### src/rtl/serial_add_pkg.sv
// Shared constants for the bit-serial adder: FSM state encoding and WIDTH limits.
package serial_add_pkg;

    typedef enum logic [1:0] {
        S_IDLE = 2'd0,
        S_RUN  = 2'd1,
        S_DONE = 2'd2
    } state_t;

    localparam int WIDTH_MIN = 1;
    localparam int WIDTH_MAX = 64;

endpackage

### src/rtl/serial_add_ctrl_fa_bit.sv
// Combinational 1-bit full adder cell shared by every bit position of the serial add.
module fa_bit (
    input  logic a,
    input  logic b,
    input  logic ci,
    output logic s,
    output logic co
);

    assign s  = a ^ b ^ ci;
    assign co = (a & b) | (ci & (a ^ b));

endmodule

### src/rtl/serial_add_ctrl.sv
// Bit-serial adder controller: one fa_bit cell adds WIDTH-bit operands LSB-first.
// Optional macro SERIAL_ADD_OVF_EN adds a registered two's-complement overflow output.
module serial_add_ctrl
    import serial_add_pkg::*;
#(
    parameter int WIDTH = 8
) (
    input  logic             clk,
    input  logic             rst,
    input  logic             start,
    input  logic [WIDTH-1:0] a,
    input  logic [WIDTH-1:0] b,
    input  logic             cin,
    output logic             busy,
    output logic             done,
    output logic [WIDTH-1:0] sum,
    output logic             cout,
`ifdef SERIAL_ADD_OVF_EN
    output logic             ovf,
`endif
    output logic [1:0]       dbg_state
);

    // Handshake: start is accepted on any edge where state is IDLE or DONE (start
    // behaves as valid, "not busy" as ready); busy covers the WIDTH RUN cycles, and
    // done pulses for one cycle while sum/cout/ovf hold the new result.
    localparam int              CW   = $clog2(WIDTH) + 1;
    localparam logic [CW-1:0]   LAST = CW'(WIDTH - 1);

    state_t           state;
    logic [WIDTH-1:0] a_sh;
    logic [WIDTH-1:0] b_sh;
    logic             c;
    logic [CW-1:0]    cnt;
    logic             fa_s;
    logic             fa_co;
    logic [WIDTH-1:0] res_next;

    assign dbg_state = state;

    fa_bit u_fa (
        .a  (a_sh[0]),
        .b  (b_sh[0]),
        .ci (c),
        .s  (fa_s),
        .co (fa_co)
    );

    // Result bits refill the MSB end of a_sh as operand bits are consumed, so after
    // WIDTH shifts a_sh holds the sum without a separate result shifter.
    generate
        if (WIDTH == 1) begin : g_w1
            assign res_next = fa_s;
        end else begin : g_wn
            assign res_next = {fa_s, a_sh[WIDTH-1:1]};
        end
    endgenerate

    always_ff @(posedge clk) begin
        if (rst) begin
            state <= S_IDLE;
            busy  <= 1'b0;
            done  <= 1'b0;
            sum   <= '0;
            cout  <= 1'b0;
            a_sh  <= '0;
            b_sh  <= '0;
            c     <= 1'b0;
            cnt   <= '0;
`ifdef SERIAL_ADD_OVF_EN
            ovf   <= 1'b0;
`endif
        end else begin
            case (state)
                S_RUN: begin
                    a_sh <= res_next;
                    b_sh <= b_sh >> 1;
                    c    <= fa_co;
                    cnt  <= cnt + 1'b1;
                    if (cnt == LAST) begin
                        state <= S_DONE;
                        busy  <= 1'b0;
                        done  <= 1'b1;
                        sum   <= res_next;
                        cout  <= fa_co;
`ifdef SERIAL_ADD_OVF_EN
                        ovf   <= c ^ fa_co;
`endif
                    end
                end
                default: begin
                    done <= 1'b0;
                    if (start) begin
                        state <= S_RUN;
                        busy  <= 1'b1;
                        a_sh  <= a;
                        b_sh  <= b;
                        c     <= cin;
                        cnt   <= '0;
                    end else begin
                        state <= S_IDLE;
                        busy  <= 1'b0;
                    end
                end
            endcase
        end
    end

endmodule
### config.mk
export PLATFORM = sky130hd
export DESIGN_NAME = serial_add_ctrl
export DESIGN_NICKNAME = d
export VERILOG_FILES = /design/src/rtl/serial_add_pkg.sv /design/src/rtl/serial_add_ctrl_fa_bit.sv /design/src/rtl/serial_add_ctrl.sv
export SDC_FILE = /design/constraint.sdc
export NUM_CORES = 1
export LEC_CHECK = 0
export ABC_CLOCK_PERIOD_IN_PS = 1400
export CORE_MARGIN = 2
export CORE_UTILIZATION = 30
export CTS_CLUSTER_DIAMETER = 30
export CTS_CLUSTER_SIZE = 12
export DETAILED_ROUTE_END_ITERATION = 12
export PLACE_DENSITY = 0.58
export RECOVER_POWER = 100
export SYNTH_ARGS = -nofsm -noshare
export SYNTH_HDL_FRONTEND = slang
export SYNTH_SLANG_ARGS = --single-unit
### constraint.sdc
create_clock -name clk -period 1.4 [get_ports clk]
set_input_delay 0.35 -clock clk [delete_from_list [all_inputs] [get_ports clk]]
set_output_delay 0.35 -clock clk [all_outputs]
set_load 0.02 [all_outputs]
==> impl_metrics.env <==
export IMPL_outcome="complete, no violations"
export IMPL_slew_violations=0
export IMPL_fin_setup_tns_ps=0
export IMPL_critPathLaunch="cnt[0]$_SDFFE_PP0P_"
export IMPL_cts_tree="done"
export IMPL_hold_start="sum[1]$_SDFFE_PP0P_"
export IMPL_synthDominantCellAreaShare_pct=48.7
export IMPL_power_switching_uw=497
export IMPL_p_leak_nw=0.834
export IMPL_syn2layout_area_growth_pct=41.9
export IMPL_grt_total_usage_pct=12.8
export IMPL_cap_violations=0
export IMPL_initial_core_util_pct=31.2
export IMPL_yosysSeqAreaShare_pct=48.7
export IMPL_cp_required_ps=1580
export IMPL_synthAdderAreaFrac_pct=2.40
export IMPL_power_switching_fraction_pct=22.5
export IMPL_final_util_pct=44.3
export IMPL_startpoint_type="flop"
export IMPL_place_ws_ps=-161
export IMPL_core_mm2=0.00435
export IMPL_synthTopCellsByArea="dfxtp_1 49%, mux2i_1 13%, a211oi_1 8.8%"
export IMPL_synth_area_leader_cell="dfxtp_1"
export IMPL_clkSlewWorstSetupHoldPaths_ps=70
export IMPL_synth_compound_area_share_pct=18.3
export IMPL_avgSynthCellArea_um2=10.6
export IMPL_diodes=0
export IMPL_synth_xor_area_share_pct=0
export IMPL_clock_latency_ps=280
export IMPL_num_rows=24
export IMPL_synth_warnings=0
export IMPL_drt_total_wl_um=3020
export IMPL_place_detailed_hpwl_um=2090
export IMPL_grt_setup_unrepaired="no"
export IMPL_port_buffers=32
export IMPL_clock_skew_ps=5.71
export IMPL_firstDrtPassIters=4
export IMPL_synth_simple_area_share_pct=12.6
export IMPL_hold_slack_ps=472
export IMPL_mostFrequentLayoutCell="dfxtp_1"
export IMPL_cp_arrival_ps=1540
export IMPL_syn_nets=150
export IMPL_cts_sinks=33
export IMPL_cts_root_buffer="clkbuf_8"
export IMPL_synth_top_family_by_area="compound AO/OA/AOI/OAI gates"
export IMPL_cts_buffer_depth=2
export IMPL_ys_ff_latch=33
export IMPL_power_total_mw=2.21
export IMPL_clock_power_share_pct=41.7
export IMPL_first_iter_violations=28
export IMPL_routedWlPerCell_um=13.7
export IMPL_muxShareOfSynthArea_pct=13.6
export IMPL_overflow=0
export IMPL_syn_inst=128
export IMPL_grt_first_pass_wirelength_um=5120
export IMPL_timing_rr_start="cnt[0]$_SDFFE_PP0P_"
export IMPL_drive_above_1_share_pct=17.2
export IMPL_power_frac_seq_pct=46.3
export IMPL_critPathMaxFanout=10
export IMPL_vias_per_cell=4.86
export IMPL_cp_end_kind="flop"
export IMPL_die_w_um=71.3
export IMPL_gp_congestion=0.691
export IMPL_min_period_ps=1370
export IMPL_hold_viol_final=0
export IMPL_final_cell_mix="31 x dfxtp_1, 19 x clkdlybuf4s50_1, 17 x mux2i_1, 17 x nor2_1, 16 x a211oi_1"
export IMPL_max_slew_margin_pct=71.9
export IMPL_irDropWorstVdd_mv=0.774
export IMPL_grt_max_degree=23
export IMPL_layout_nets=190
export IMPL_setup_violations=0
export IMPL_clock_fmax_mhz=731
export IMPL_fin_ws_ps=32.7
export IMPL_antenna_found_initial=0
export IMPL_drc=0
export IMPL_numCtsBuffers=5
export IMPL_vias=1075
export IMPL_htreeDepth=2
export IMPL_grt_pass1_vias=1061
export IMPL_period_share_pct=97.7
export IMPL_p_int_mw=1.71
export IMPL_p_comb_share_pct=11.9
export IMPL_antenna_left=0
export IMPL_die_area_mm2=0.00508
export IMPL_synth_cell_types=27
export IMPL_power_density_mw_per_mm2=1150
export IMPL_die_y_um=71.3
export IMPL_min_delay_path_class="flop to flop"
export IMPL_ioPinCount=33
export IMPL_worst_pin_slew_ps=422
export IMPL_critPathKind="flop to flop"
export IMPL_syn_cell_area_mm2=0.00136
## synthesized netlist by cell type, drive strengths merged
cell and n:
dfxtp 33, a211oi 17, mux2i 17, nor2 17
a22o 9, buf 9, a21oi 4, clkbuf 3
nand3b 3, nand2b 2, nand3 2, nor3 2
a31oi 1, and3b 1, fa 1, ha 1
mux2 1, nand2 1, nor2b 1, nor3b 1
o21a 1, or3 1
## worst max-delay path, cell delays in order (launching register included)
cell and delay (ps):
dfxtp_2 330, ha_2 180, and3b_2 230, nor3b_4 160, buf_12 140, a22o_1 220
## logic make-up after synthesis
logic type | after synthesis
AO/OA/AOI/OAI | 32
adder cells (fa/ha/maj) | 2
flip-flops | 33
AND/OR/NAND/NOR | 31
buffers and inverters | 12
multiplexers | 18
## worst paths after layout
kind	end	slack, ps	cells after the start
worst max-delay path	sum[6]$_SDFFE_PP0P_	30	5
worst min-delay path	sum[1]$_SDFFE_PP0P_	470	1
worst max register to register	sum[6]$_SDFFE_PP0P_	30	5
worst min register to register	sum[1]$_SDFFE_PP0P_	470	1
## power by group through the flow
stage                     registers (mW)  clock network, mW  logic [mW]
final                               1.02              0.921       0.263
after floorplan                     1.04                  0       0.157
after detailed placement            1.04                  0       0.260
after global routing                1.03              0.989       0.292
after CTS                           1.02              0.941       0.268
after global placement              1.04                  0       0.255
## area by class of cell
type / count / area (um2)
clock buffers: 7 / 86.3
clock inverters: 1 / 30.0
fillers: 412 / 2430
multi-input cells: 83 / 648
flip-flops and latches: 33 / 663
well taps: 52 / 65.1
repair buffers: 45 / 434
## repair_timing
item | 4_1_cts | 5_1_grt
setup endpoints to repair | 23 | 3
pin swaps | 1 | 0
resized for setup | 15 | 1
hold buffers | 0 | 0
setup buffers | 3 | 0
cloned | 0 | 0
## state kept, by name (all words and copies together) (netlist names)
name / count
dbg_state: 2
sum: 8
cnt: 4
done: 1
cout: 1
a_sh: 8
c: 1
b_sh: 8
## through the flow
stage                     area (um2)  cells
after global placement          1770    211
after detailed placement        1770    211
final                           1930    221
after global routing            1930    221
after CTS                       1930    221
after floorplan                 1360    128
## layer usage
layer | global-route usage [%] | vias up | share of wire [%] | routed length (um)
li1 | - | 545 | - | -
met1 | 17.1 | 497 | 49 | 1470
met2 | 18.9 | 28 | 45 | 1370
met3 | 4.36 | 5 | 4.6 | 139
met4 | 5.03 | 0 | 1.5 | 46
met5 | 0 | - | 0 | 0
Note: power is estimated with default switching activity, not from simulation.
